$ cat src/rtl/fan_i2c_pkg.sv
// Shared definitions for the fan controller I2C target: register map, reset
// values and the target FSM state encoding.
package fan_i2c_pkg;

  localparam logic [7:0] REG_SPEED_SET  = 8'h00;
  localparam logic [7:0] REG_CONFIG     = 8'h02;
  localparam logic [7:0] REG_GPIO_DEF   = 8'h04;
  localparam logic [7:0] REG_ALARM_EN   = 8'h08;
  localparam logic [7:0] REG_STATUS     = 8'h0A;
  localparam logic [7:0] REG_TACH0      = 8'h0C;
  localparam logic [7:0] REG_TACH1      = 8'h0E;
  localparam logic [7:0] REG_COUNT_TIME = 8'h16;

  localparam logic [7:0] RST_SPEED_SET  = 8'h00;
  localparam logic [7:0] RST_CONFIG     = 8'h0A;
  localparam logic [7:0] RST_GPIO_DEF   = 8'hFF;
  localparam logic [7:0] RST_ALARM_EN   = 8'h00;
  localparam logic [7:0] RST_COUNT_TIME = 8'h02;

  typedef enum logic [2:0] {
    ST_IDLE     = 3'd0,
    ST_ADDR     = 3'd1,
    ST_ADDR_ACK = 3'd2,
    ST_WR_PTR   = 3'd3,
    ST_WR_DATA  = 3'd4,
    ST_RD_DATA  = 3'd5,
    ST_RD_ACK   = 3'd6,
    ST_IGNORE   = 3'd7
  } fan_state_e;

endpackage

$ cat src/rtl/i2c_fan_target_if.sv
// I2C bus lines seen by the fan target. iSda is the resolved (wired-AND) line;
// the target only ever pulls it low through oSda_oe.
interface i2c_fan_target_if;
  logic iScl;
  logic iSda;
  logic oSda_oe;

  modport slave  (input iScl, input iSda, output oSda_oe);
  modport master (output iScl, output iSda, input oSda_oe);
endinterface

$ cat src/rtl/i2c_line_filter.sv
// Synchronises and de-glitches SCL/SDA, then flags SCL edges and START/STOP
// conditions from the filtered levels.
module i2c_line_filter #(
  parameter int FILT_LEN = 3
) (
  input  logic iClk,
  input  logic iRst,
  input  logic iScl,
  input  logic iSda,
  output logic oSda,
  output logic oScl_rise,
  output logic oScl_fall,
  output logic oStart,
  output logic oStop
);

  logic [1:0]          scl_sync_q, sda_sync_q;
  logic [FILT_LEN-1:0] scl_hist_q, sda_hist_q;
  logic                scl_filt_q, sda_filt_q;
  logic                scl_prev_q, sda_prev_q;

  // A level is only accepted once FILT_LEN consecutive samples agree.
  always_ff @(posedge iClk) begin
    if (iRst) begin
      scl_sync_q <= 2'b11;
      sda_sync_q <= 2'b11;
      scl_hist_q <= '1;
      sda_hist_q <= '1;
      scl_filt_q <= 1'b1;
      sda_filt_q <= 1'b1;
      scl_prev_q <= 1'b1;
      sda_prev_q <= 1'b1;
    end else begin
      scl_sync_q <= {scl_sync_q[0], iScl};
      sda_sync_q <= {sda_sync_q[0], iSda};
      scl_hist_q <= {scl_hist_q[FILT_LEN-2:0], scl_sync_q[1]};
      sda_hist_q <= {sda_hist_q[FILT_LEN-2:0], sda_sync_q[1]};
      if (&scl_hist_q)       scl_filt_q <= 1'b1;
      else if (~|scl_hist_q) scl_filt_q <= 1'b0;
      if (&sda_hist_q)       sda_filt_q <= 1'b1;
      else if (~|sda_hist_q) sda_filt_q <= 1'b0;
      scl_prev_q <= scl_filt_q;
      sda_prev_q <= sda_filt_q;
    end
  end

  assign oSda      = sda_filt_q;
  assign oScl_rise = scl_filt_q & ~scl_prev_q;
  assign oScl_fall = ~scl_filt_q & scl_prev_q;
  assign oStart    = scl_filt_q & scl_prev_q & sda_prev_q & ~sda_filt_q;
  assign oStop     = scl_filt_q & scl_prev_q & ~sda_prev_q & sda_filt_q;

endmodule

$ cat src/rtl/i2c_fan_target.sv
// I2C target modelling the board fan controller register subset. Never
// stretches SCL; SDA is only pulled low, and only changes on SCL falling edges.
module i2c_fan_target
  import fan_i2c_pkg::*;
#(
  parameter logic [6:0] SLAVE_ADDR = 7'h48,
  parameter int         FILT_LEN   = 3
) (
  input  logic                iClk,
  input  logic                iRst,
  i2c_fan_target_if.slave     bus,
  input  logic [7:0]          iTach0,
  input  logic [7:0]          iTach1,
  input  logic [4:0]          iAlarm_Set,
  output logic                oAlert_n,
  output logic [7:0]          oSpeed_Set,
  output logic [7:0]          oConfig,
  output logic [7:0]          oGpio_Def,
  output logic [7:0]          oAlarm_En,
  output logic [7:0]          oCount_Time,
  output logic                oWr_Strobe,
  output logic [7:0]          oWr_Addr,
  output fan_state_e          oDbg_State
);

  logic sda, scl_rise, scl_fall, start, stop;

  i2c_line_filter #(.FILT_LEN(FILT_LEN)) u_filter (
    .iClk      (iClk),
    .iRst      (iRst),
    .iScl      (bus.iScl),
    .iSda      (bus.iSda),
    .oSda      (sda),
    .oScl_rise (scl_rise),
    .oScl_fall (scl_fall),
    .oStart    (start),
    .oStop     (stop)
  );

  fan_state_e state_q;
  logic [3:0] cnt_q;
  logic [7:0] shreg_q, rd_sh_q, ptr_q;
  logic       ack_q, sda_oe_q, wr_strobe_q;
  logic [7:0] wr_addr_q;
  logic [7:0] speed_q, config_q, gpio_q, alarm_en_q, count_q;
  logic [4:0] status_q, stat_cap_q;
  logic [7:0] rd_val, byte_in;

  assign byte_in = {shreg_q[6:0], sda};

  always_comb begin
    rd_val = 8'h00;
    case (ptr_q)
      REG_SPEED_SET:  rd_val = speed_q;
      REG_CONFIG:     rd_val = config_q;
      REG_GPIO_DEF:   rd_val = gpio_q;
      REG_ALARM_EN:   rd_val = alarm_en_q;
      REG_COUNT_TIME: rd_val = count_q;
      REG_STATUS:     rd_val = {3'b000, status_q};
      REG_TACH0:      rd_val = iTach0;
      REG_TACH1:      rd_val = iTach1;
      default:        rd_val = 8'h00;
    endcase
  end

  always_ff @(posedge iClk) begin
    if (iRst) begin
      state_q     <= ST_IDLE;
      cnt_q       <= 4'd0;
      shreg_q     <= 8'h00;
      rd_sh_q     <= 8'h00;
      ptr_q       <= 8'h00;
      ack_q       <= 1'b0;
      sda_oe_q    <= 1'b0;
      wr_strobe_q <= 1'b0;
      wr_addr_q   <= 8'h00;
      speed_q     <= RST_SPEED_SET;
      config_q    <= RST_CONFIG;
      gpio_q      <= RST_GPIO_DEF;
      alarm_en_q  <= RST_ALARM_EN;
      count_q     <= RST_COUNT_TIME;
      status_q    <= 5'd0;
      stat_cap_q  <= 5'd0;
    end else begin
      wr_strobe_q <= 1'b0;
      status_q    <= status_q | iAlarm_Set;
      if (stop) begin
        state_q  <= ST_IDLE;
        sda_oe_q <= 1'b0;
        ack_q    <= 1'b0;
      end else if (start) begin
        state_q  <= ST_ADDR;
        cnt_q    <= 4'd0;
        sda_oe_q <= 1'b0;
        ack_q    <= 1'b0;
      end else begin
        case (state_q)
          ST_IDLE, ST_IGNORE: begin
          end
          ST_ADDR: begin
            if (scl_rise) begin
              shreg_q <= byte_in;
              if (cnt_q == 4'd7) begin
                state_q <= ST_ADDR_ACK;
                cnt_q   <= 4'd0;
              end else begin
                cnt_q <= cnt_q + 4'd1;
              end
            end
          end
          ST_ADDR_ACK: begin
            if (scl_fall) begin
              if (!ack_q) begin
                if (shreg_q[7:1] == SLAVE_ADDR) begin
                  sda_oe_q <= 1'b1;
                  ack_q    <= 1'b1;
                end else begin
                  state_q <= ST_IGNORE;
                end
              end else if (shreg_q[0]) begin
                // Read: latch the pointed byte and put its MSB on the bus.
                ack_q      <= 1'b0;
                rd_sh_q    <= {rd_val[6:0], 1'b0};
                sda_oe_q   <= ~rd_val[7];
                stat_cap_q <= (ptr_q == REG_STATUS) ? status_q : 5'd0;
                cnt_q      <= 4'd1;
                state_q    <= ST_RD_DATA;
              end else begin
                ack_q    <= 1'b0;
                sda_oe_q <= 1'b0;
                cnt_q    <= 4'd0;
                state_q  <= ST_WR_PTR;
              end
            end
          end
          ST_WR_PTR, ST_WR_DATA: begin
            // cnt_q == 8 marks the ACK slot; rising edges inside it are ignored.
            if (scl_rise && cnt_q != 4'd8) begin
              shreg_q <= byte_in;
              cnt_q   <= cnt_q + 4'd1;
              if (cnt_q == 4'd7) begin
                if (state_q == ST_WR_PTR) begin
                  ptr_q <= byte_in;
                end else begin
                  wr_strobe_q <= 1'b1;
                  wr_addr_q   <= ptr_q;
                  case (ptr_q)
                    REG_SPEED_SET:  speed_q    <= byte_in;
                    REG_CONFIG:     config_q   <= byte_in;
                    REG_GPIO_DEF:   gpio_q     <= byte_in;
                    REG_ALARM_EN:   alarm_en_q <= byte_in;
                    REG_COUNT_TIME: count_q    <= byte_in;
                    default: begin
                    end
                  endcase
                end
              end
            end else if (scl_fall && cnt_q == 4'd8) begin
              if (!ack_q) begin
                sda_oe_q <= 1'b1;
                ack_q    <= 1'b1;
              end else begin
                sda_oe_q <= 1'b0;
                ack_q    <= 1'b0;
                cnt_q    <= 4'd0;
                state_q  <= ST_WR_DATA;
              end
            end
          end
          ST_RD_DATA: begin
            if (scl_fall) begin
              if (cnt_q == 4'd8) begin
                sda_oe_q <= 1'b0;
                state_q  <= ST_RD_ACK;
              end else begin
                sda_oe_q <= ~rd_sh_q[7];
                rd_sh_q  <= {rd_sh_q[6:0], 1'b0};
                cnt_q    <= cnt_q + 4'd1;
              end
            end
          end
          ST_RD_ACK: begin
            if (scl_rise) begin
              // Read-to-clear: a set pulse in this same cycle still wins.
              status_q <= (status_q & ~stat_cap_q) | iAlarm_Set;
              if (!sda) ack_q <= 1'b1;
              else      state_q <= ST_IGNORE;
            end else if (scl_fall && ack_q) begin
              ack_q      <= 1'b0;
              rd_sh_q    <= {rd_val[6:0], 1'b0};
              sda_oe_q   <= ~rd_val[7];
              stat_cap_q <= (ptr_q == REG_STATUS) ? status_q : 5'd0;
              cnt_q      <= 4'd1;
              state_q    <= ST_RD_DATA;
            end
          end
          default: state_q <= ST_IDLE;
        endcase
      end
    end
  end

  assign bus.oSda_oe = sda_oe_q;
  assign oAlert_n    = ~|(status_q & alarm_en_q[4:0]);
  assign oSpeed_Set  = speed_q;
  assign oConfig     = config_q;
  assign oGpio_Def   = gpio_q;
  assign oAlarm_En   = alarm_en_q;
  assign oCount_Time = count_q;
  assign oWr_Strobe  = wr_strobe_q;
  assign oWr_Addr    = wr_addr_q;
  assign oDbg_State  = state_q;

endmodule

$ cat src/flat_wrapper.sv
// flat-port wrapper written by rule: the top's interface ports become plain ports
module i2c_fan_target_flat import fan_i2c_pkg::*;
#(
  parameter logic [6:0] SLAVE_ADDR = 7'h48,
  parameter int         FILT_LEN   = 3
)
  (iClk, iRst, iTach0, iTach1, iAlarm_Set, oAlert_n, oSpeed_Set, oConfig, oGpio_Def, oAlarm_En, oCount_Time, oWr_Strobe, oWr_Addr, oDbg_State, bus_iScl, bus_iSda, bus_oSda_oe);
  i2c_fan_target_if bus_i ();
  input  logic iClk;
  input  logic iRst;
  input  logic [7:0] iTach0;
  input  logic [7:0] iTach1;
  input  logic [4:0] iAlarm_Set;
  output logic oAlert_n;
  output logic [7:0] oSpeed_Set;
  output logic [7:0] oConfig;
  output logic [7:0] oGpio_Def;
  output logic [7:0] oAlarm_En;
  output logic [7:0] oCount_Time;
  output logic oWr_Strobe;
  output logic [7:0] oWr_Addr;
  output fan_state_e oDbg_State;
  input wire logic [$bits(bus_i.iScl)-1:0] bus_iScl;
  input wire logic [$bits(bus_i.iSda)-1:0] bus_iSda;
  output wire logic [$bits(bus_i.oSda_oe)-1:0] bus_oSda_oe;
  assign bus_i.iScl = bus_iScl;
  assign bus_i.iSda = bus_iSda;
  assign bus_oSda_oe = bus_i.oSda_oe;
  i2c_fan_target #(.SLAVE_ADDR(SLAVE_ADDR), .FILT_LEN(FILT_LEN)) u_core (.iClk(iClk), .iRst(iRst), .bus(bus_i), .iTach0(iTach0), .iTach1(iTach1), .iAlarm_Set(iAlarm_Set), .oAlert_n(oAlert_n), .oSpeed_Set(oSpeed_Set), .oConfig(oConfig), .oGpio_Def(oGpio_Def), .oAlarm_En(oAlarm_En), .oCount_Time(oCount_Time), .oWr_Strobe(oWr_Strobe), .oWr_Addr(oWr_Addr), .oDbg_State(oDbg_State));
endmodule
$ cat config.mk
export PLATFORM = sky130hd
export DESIGN_NAME = i2c_fan_target_flat
export DESIGN_NICKNAME = d
export VERILOG_FILES = /design/src/rtl/fan_i2c_pkg.sv /design/src/rtl/i2c_fan_target_if.sv /design/src/rtl/i2c_line_filter.sv /design/src/rtl/i2c_fan_target.sv /design/src/flat_wrapper.sv
export SDC_FILE = /design/constraint.sdc
export NUM_CORES = 1
export LEC_CHECK = 0
export CELL_PAD_IN_SITES_DETAIL_PLACEMENT = 1
export CELL_PAD_IN_SITES_GLOBAL_PLACEMENT = 2
export CORE_MARGIN = 5
export CORE_UTILIZATION = 35
export DETAILED_ROUTE_END_ITERATION = 10
export PLACE_DENSITY_LB_ADDON = 0.1
export SLEW_MARGIN = 30
export SYNTH_ARGS = -nofsm -noshare
export SYNTH_HDL_FRONTEND = slang
export SYNTH_SLANG_ARGS = --single-unit
$ cat constraint.sdc
create_clock -name iClk -period 4 [get_ports iClk]
set_input_delay 0.8 -clock iClk [delete_from_list [all_inputs] [get_ports iClk]]
set_output_delay 0.8 -clock iClk [all_outputs]
set_load 0.02 [all_outputs]
After elaboration in Yosys (flattened, before gate mapping):

Cells that the tools add are included.
W data, S select, Z words.

* logic and storage cells: 214
* output and inout port bits: 54
* bits of input ports: 25
* bits in registers: 106

* mux-type cells: 73
* add/sub/neg operators: 1
* bitwise operators: 24
* equality and inequality tests: 53
* reduce and logical (&&, ||, !) cells: 38

Operators with widths (number)
* $mux W8: 9
* $pmux W8 S8: 1
* $mux W5: 10
* $mux W4: 12
* $mux W3: 14
* $reduce_and A7 Y1: 5
* $ne A3 B1 Y1 const B: 11
* $eq A8 B4 Y1 const B: 4
* $pmux W8 S3: 1
* $reduce_and A12 Y1: 2
* $ne A2 B1 Y1 const B: 11
* $mux W1: 20
* $pmux W4 S5: 1
* $reduce_and A6 Y1: 3
* $pmux W8 S2: 1
* $reduce_and A8 Y1: 2
* $pmux W3 S5: 1
* $ne A4 B1 Y1 const B: 3
* $not A1 Y1: 12
* $reduce_and A11 Y1: 1
* $and A5 B5 Y5: 2
* $or A5 B5 Y5: 2
* $pmux W5 S2: 1
* $reduce_and A10 Y1: 1
* 33 further kinds: 59

Depth between registers and ports, before layout:

Gate-level depths: netlist of run 1.

* word-level depth: 7
* gate-level depth with buffers: 9
* depth with buffers taken out: 8

Cells and area by module:

From an unflattened synthesis of run 1, not the netlist that was laid out.

* cells, all modules: 624
* area, all modules: 5402.7 um^2

Modules (own cells, without submodules)
* i2c_fan_target: sequential area each 1821.7 um^2, area each 4948.5 um^2, instances 1, cells an instance 584
* i2c_line_filter: sequential area each 280.3 um^2, area each 454.2 um^2, instances 1, cells an instance 40

Worst setup path after synthesis of run 1:

OpenSTA, ideal clock, no wires.

* path type: register -> register
* start: register u_core.ptr_q[0]
* end: register u_core.gpio_q[5] (netlist: u_core.oGpio_Def[5])
* library setup time: 120 ps
* slack: 1839 ps
* arrival time: 2042 ps
* period minus slack after synthesis: 2161 ps
* buffers on the path: 1
* required time: 3880 ps
* stages on the path, launching flop included: 8
* path through: dfxtp_1 or3_4 or2_4 or3_4 nor3b_4 buf_6 nor2b_1 a211o_1

* longest elaborated chain between the ends: 2

Ends and longest elaborated chain
* start: declaration: RTL line i2c_fan_target.sv:42 `logic [7:0] shreg_q, rd_sh_q, ptr_q;`
* start signal: assignment: RTL line i2c_fan_target.sv:143 `ptr_q <= byte_in;`
* $eq A8 B3 Y1: RTL line i2c_fan_target.sv:147 `case (ptr_q)`
* $reduce_and A7 Y1 (no source line)
* end signal: assignment: RTL line i2c_fan_target.sv:150 `REG_GPIO_DEF: gpio_q <= byte_in;`
* end: declaration: RTL line i2c_fan_target.sv:45 `logic [7:0] speed_q, config_q, gpio_q, alarm_en_q, count_q;`

Every way passes these cells.
A chain may end at the register's enable or synchronous reset.

Worst setup path after layout of run 1:

* start: register u_core.state_q[2] (netlist: u_core.oDbg_State[2])
* end: register u_core.gpio_q[0] (netlist: u_core.oGpio_Def[0])

* longest elaborated chain between the ends: 3
* elaborated cells on any way between the ends: 5
* those cells by class: 2 x eq/ne; 1 x bitwise; 2 x reduce/logical

Ends and longest elaborated chain
* start: declaration: RTL line i2c_fan_target.sv:40 `fan_state_e state_q;`
* start signal: assignment: RTL line i2c_fan_target.sv:68 `state_q <= ST_IDLE;`
* start signal: assignment: RTL line i2c_fan_target.sv:88 `state_q <= ST_IDLE;`
* start signal: assignment: RTL line i2c_fan_target.sv:92 `state_q <= ST_ADDR;`
* $eq A3 B3 Y1 / $eq A3 B2 Y1 (equally long branches): RTL line i2c_fan_target.sv:97, i2c_fan_target.sv:142
* $reduce_or A2 Y1 / $not A1 Y1 (equally long branches)
* $reduce_and A7 Y1 (no source line) (*)

Mark *: on every way between the ends. The rest lies on a longest branch, timed or not.

==> flow_summary_export.csv, run 1 <==
group,metric,value,unit
outcome,run_status,"completed",
placement,place_inst,806,
global_route,grt_start_max_net_pins,55,
routing,vias,4574,
sta,maxSlewHeadroom,0.340,
pwr,irDropWorstVdd,0.000183,V
die,pin_count,79,
sta,finalClockSkew,0.00968,ns
pwr,finalPower,2.13,mW
sta,hold_ws,0.415,ns
sta,setup_violations,0,
synth,yosysUniqueCellTypes,61,
global_route,grt_pass1_vias,4827,
die,fp.dieW,131,um
routing,drt_pass1_iterations,4,
synth,ys_async_sr_fraction,0,
sta,finalCritPeriodShare,0.744,
clock_tree,cts_tree,"yes",
setup_path,reg2reg_from,"u_core.oDbg_State[2]",
final_layout,fin_area,6340,um2
setup_path,cp.required,4.25,ns
synth,yosysTopAreaCellShare,0.409,
synth,synth_mux_area_frac,0.150,
synth,yosys.area.top_type,"dfxtp_1",
sta,tightest_slew,0.986,ns
routing,routedWlPerCell,21.4,um
synth,syn_inst,579,
final_layout,drive_gt1_frac,0.105,
die,row_count,44,
final_layout,area_delta_synth_final,23.4,%
clock_tree,htreeDepth,3,
routing,via_per_inst,5.56,
die,die_h,131,um
hold_path,hold_class,"reg2reg",
final_layout,layout.nets,660,
clock_tree,cts_max_path_buffers,2,
clock_tree,numCtsBuffers,9,
final_layout,finalNonFillerCells,822,
synth,netlist_area,5140,um2
setup_path,path_class,"reg2reg",
sta,rsz0062_at_grt,"no",
synth,synthSimpleGateAreaFrac,0.224,
synth,synth_adder_area_share,0.00487,
final_layout,regArea,2100,um2
routing,routed.top_layer,"met4",
sta,hold_viol,0,
placement,port_buffers,78,
setup_path,cp_data_arrival_time,3.23,ns
die,dieArea,17200,um2
clock_tree,postCtsResizedCells,0,
final_layout,fin_util,0.438,
synth,synth_top_family_by_area,"simple AND/OR/NAND/NOR gates",
sta,layout_min_cycle_time,2.98,ns
clock_tree,clock-sinks,105,
synth,ys_ff_latch,105,
placement,place.gp.congestion,0.826,
setup_path,worstSetupEndpointType,"register",
run,max_cap_viol_count,0,
clock_tree,cts_setup_buffers,0,
routing,drc,0,
synth,synth.area.top_cells,"dfxtp_1 41%, mux2i_1 12%, nor2_1 6.6%",
routing,ant_nets,0,
synth,synth_xor_area_frac,0.00170,
sta,clock.fmax,336,MHz
synth,synth-edff-count,0,
synth,syn_nets,606,
die,start_util,0.355,
clock_tree,cts.clk_slew.worst_paths,0.08,ns
clock_tree,clk_latency,0.36,ns
pwr,p_leak,2.32,nW
synth,synth_seq_area_share,0.409,
global_route,grt.overflow.total,0,
synth,yosys_warnings,0,
global_route,grt.total_usage,0.204,
routing,drtIter0Drc,315,
final_layout,multiInputGateArea,2800,um2
routing,drt-total-wl,17600,um
placement,place_area,6040,um2
final_layout,nFillCells,1665,
placement,pre_cts_ws,1.07,ns
global_route,antenna_found_initial,0,
clock_tree,hold_buffers,0,
routing,wl_met1,7920,um
die,core,14500,um2
setup_path,crit_start,"u_core.oDbg_State[2]",
placement,dp_hpwl,12400,um
routing,wl_met3,773,um
routing,dr_wl_met2,8690,um
clock_tree,root_buffer,"clkbuf_16",
sta,fin_ws,1.02,ns
synth,ys.flop_type,"dfxtp_1",
synth,avgSynthCellArea,8.88,um2
synth,synth-compound-area-share,0.165,
hold_path,hp-start,"u_core.u_filter.scl_sync_q[0]",
global_route,grt_first_pass_wirelength,28300,um
final_layout,antenna_cells,0,
pwr,p_per_area,336,nW/um2
setup_path,start_kind,"register",
setup_path,crit_path_max_fanout,23,
sta,tns,0,ns
sta,drv_slew,0,
[path summary, 6_finish.rpt]
| path | end | slack, ns | cells past startpoint |
|---|---|---|---|
| min reg2reg | u_core.u_filter.scl_sync_q[1] | 0.42 | 1 |
| max | u_core.oGpio_Def[0] | 1.02 | 7 |
| min | u_core.u_filter.scl_sync_q[1] | 0.42 | 1 |
| max reg2reg | u_core.oGpio_Def[0] | 1.02 | 7 |
[sequential cells by signal, summed over array words and instances (netlist names), 2 cells and up]
signal / cells
u_core.cnt_q: 4
u_core.status_q: 5
u_core.u_filter.scl_sync_q: 2
u_core.oCount_Time: 8
u_core.oAlarm_En: 8
u_core.rd_sh_q: 7
u_core.u_filter.sda_sync_q: 2
u_core.oSpeed_Set: 8
u_core.oWr_Addr: 8
u_core.oConfig: 8
u_core.oDbg_State: 3
u_core.u_filter.scl_hist_q: 3
u_core.oGpio_Def: 8
u_core.shreg_q: 8
u_core.u_filter.sda_hist_q: 3
u_core.ptr_q: 8
u_core.stat_cap_q: 5
[layout by cell type (no fill, tap or decap), drive strengths merged, types with 13 or more instances in the layout]
master and count:
nor2 90, a21oi 33, dfxtp 105, or2 16
nand2 29, buf 13, mux2i 60, nand3 14
nor2b 17, o21ai 18, clkdlybuf4s50 77
[power by group]
part / total, mW / switching [mW] / internal (mW)
logic: 0.149 / 0.0826 / 0.0659
clock network: 0.898 / 0.457 / 0.441
registers: 1.08 / 0.0245 / 1.06
total: 2.13 / 0.564 / 1.56
[Yosys cell counts, types with 3 or more instances]
cell / number
a22o_1: 7
a21oi_1: 33
o22ai_1: 3
nand2_1: 29
dfxtp_1: 105
nand2b_1: 9
nor3b_1: 5
o21ai_0: 17
a221oi_1: 6
and3b_1: 3
a211oi_1: 6
buf_2: 8
or2_2: 14
o32ai_1: 3
a31oi_1: 4
nor3_1: 11
inv_1: 10
clkbuf_1: 36
mux4_2: 7
a22oi_1: 7
nor2b_1: 17
nor2_1: 90
and2_1: 3
nand3b_1: 7
nand3_1: 14
mux2i_1: 60
a211o_1: 6
a32oi_1: 3
o211ai_1: 4
a211o_2: 6
[final cells by class]
| type | instances | share of cell area |
|---|---|---|
| Clock inverter | 7 | 0.0116 |
| Clock buffer | 9 | 0.0355 |
| Inverter | 11 | 0.00651 |
| Tap cell | 184 | 0.0363 |
| Sequential cell | 105 | 0.331 |
| Timing Repair Buffer | 90 | 0.137 |
| Multi-Input combinational cell | 416 | 0.442 |
[routing by layer]
metal,vias to the layer above,global-route usage
li1,2171,-
met4,0,0.0514
met3,16,0.0359
met5,-,0
met1,2280,0.271
met2,107,0.344
[cells by family (layout without fill, tap and decap cells)]
family                     count (synthesis)  after routing
and+or+nand+nor                          223            223
AOI/OAI and AO/OA                        122            122
DFF                                      105            105
muxes                                     68             68
buffers and inverters                     58            117
adders and majority gates                  2              2
xor gates and xnor gates                   1              1
[critical path, cell delays in order (launching register included)]
cell	delay, ns
dfxtp_1	0.83
nor3b_1	0.33
nand3_1	0.11
buf_4	0.21
or3_4	0.43
nor3b_4	0.53
nor2b_1	0.11
a211o_2	0.31
Power figures use the tool's default switching activity.
==> run 2: changes to the inputs <==
Settings changed: CORE_UTILIZATION 35 to 30.
Clock period 4 ns to 2.66 ns, I/O delays scaled along.
==> run 2 against run 1 <==
  * Global-route usage shrank 1.9 points
  * Critical path depth rose by 1
  * Die area is 15% higher
  * Combinational power increased by 73%
  * Sequential power increased by 49%
  * Clock skew is 0.0036 ns higher
  * Clock-buffer cell count up 1
  * Highest routed layer unchanged
==> flow_summary_export.csv, run 2 (synthesis gave the netlist of run 1 again) <==
group,metric,value,unit
final_layout,fin_area,6630,um2
die,row_count,47,
setup_path,crit_slowest_cell,"or4_1",
global_route,grt_pass1_vias,5034,
sta,tightest_slew,0.677,ns
clock_tree,cts.clk_slew.worst_paths,0.08,ns
global_route,antenna_found_initial,0,
routing,vias,4681,
routing,ant_nets,0,
pwr,irDropWorstVdd,0.000290,V
sta,finalCritPeriodShare,0.904,
placement,dp_hpwl,13400,um
setup_path,crit_family,"simple AND/OR/NAND/NOR gates",
clock_tree,numCtsBuffers,9,
sta,setup_violations,0,
global_route,grt.total_usage,0.185,
routing,drtIter0Drc,316,
final_layout,layout_common_cells,"105 x dfxtp_1, 90 x nor2_1, 76 x clkdlybuf4s50_1",
sta,drv_slew,0,
clock_tree,cts_max_path_buffers,2,
sta,hold_viol,0,
outcome,run_status,"completed",
die,core,16700,um2
routing,routedWlPerCell,20.7,um
sta,maxSlewHeadroom,0.549,
final_layout,nFillCells,1960,
clock_tree,clock-sinks,105,
setup_path,worstSetupEndpointType,"register",
setup_path,start_kind,"register",
die,fp.dieW,141,um
setup_path,cp_data_arrival_time,2.68,ns
clock_tree,htreeDepth,3,
setup_path,crit_path_max_fanout,11,
die,start_util,0.308,
sta,finalClockSkew,0.0133,ns
routing,drc,0,
clock_tree,clk_latency,0.36,ns
die,die_h,141,um
setup_path,worstPathCellList,"inv_1, ha_1, nand3b_1, a22oi_1, o211ai_1, o211ai_1, or4_1, a21oi_1",
routing,via_per_inst,5.28,
sta,tns,0,ns
setup_path,critPathBufInv,1,
global_route,grt_first_pass_wirelength,28900,um
hold_path,hold_class,"reg2reg",
die,pin_count,79,
clock_tree,cts_tree,"yes",
sta,rsz0062_at_grt,"no",
sta,hold_ws,0.415,ns
setup_path,path_common_cell,"o211ai_1",
setup_path,cp.required,2.94,ns
routing,drt-total-wl,18300,um
final_layout,area_delta_synth_final,29.0,%
die,dieArea,19800,um2
run,max_cap_viol_count,0,
pwr,p_per_area,493,nW/um2
pwr,p_leak,2.48,nW
placement,port_buffers,78,
sta,layout_min_cycle_time,2.41,ns
sta,clock.fmax,416,MHz
global_route,grt_start_max_net_pins,61,
setup_path,path_class,"reg2reg",
final_layout,layout.nets,689,
final_layout,final_common_cell,"dfxtp_1",
final_layout,drive_gt1_frac,0.144,
setup_path,slowest_delay,0.56,ns
routing,drt_pass1_iterations,4,
placement,place_area,6320,um2
final_layout,antenna_cells,0,
global_route,grt.overflow.total,0,
placement,place.gp.congestion,0.913,
clock_tree,root_buffer,"clkbuf_16",
==> run 2: final timing paths <==
check	start	end	slack, ns	depth (start not counted)
worst min-delay path	u_core.u_filter.sda_sync_q[1]	u_core.u_filter.sda_hist_q[0]	0.42	1
worst min register to register	u_core.u_filter.sda_sync_q[1]	u_core.u_filter.sda_hist_q[0]	0.42	1
worst max register to register	u_core.cnt_q[0]	u_core.cnt_q[2]	0.25	8
worst max-delay path	u_core.cnt_q[0]	u_core.cnt_q[2]	0.25	8
==> run 2: worst register-to-register path, delay by kind of cell, from the launching register on <==
| family | cells | cell delay [ns] |
|---|---|---|
| fa+ha+maj | 1 | 0.21 |
| simple gates | 2 | 0.90 |
| flops | 1 | 0.38 |
| compound gates | 4 | 0.75 |
| buf+inv | 1 | 0.09 |
==> run 2: stage by stage <==
step | instances | setup WS (ns) | utilization | power, mW
floorplan | 579 | 0.499 | - | 1.79
global placement | 871 | 0.299 | 0.378 | 1.90
detailed placement | 871 | 0.271 | 0.378 | 1.91
CTS | 887 | 0.260 | 0.397 | 3.31
global route | 887 | 0.0746 | 0.397 | 3.40
finish | 887 | 0.255 | 0.397 | 3.27
==> run 2: power by group <==
part	total, mW	switching, mW	internal, mW
Clock	1.40	0.706	0.693
Combinational	0.258	0.145	0.113
Sequential	1.61	0.0222	1.59
==> run 2: routing by layer <==
layer / vias to the layer above / share of wire / wire length, um / GRT usage
li1: 2230 / - / - / -
met1: 2352 / 0.45 / 8260 / 0.234
met2: 87 / 0.50 / 9200 / 0.327
met3: 12 / 0.036 / 658 / 0.0342
met4: 0 / 0.011 / 205 / 0.0439
met5: - / 0 / 0 / 0
==> run 2: timing repair <==
| item | CTS | global route |
|---|---|---|
| hold buffers | 0 | 0 |
| setup endpoints to repair | 1 | 0 |
| resized for setup | 1 | 0 |
| buffers inserted | 0 | 0 |
==> run 2: final cells by class <==
cell class,count,area [um2],share of cell area
clock inverter,6,70.1,0.0106
tap,220,275,0.0415
inverter,11,41.3,0.00623
timing repair buffer,119,1100,0.166
multi-input combinational,416,2800,0.423
clock buffer,10,239,0.0361
sequential,105,2100,0.317
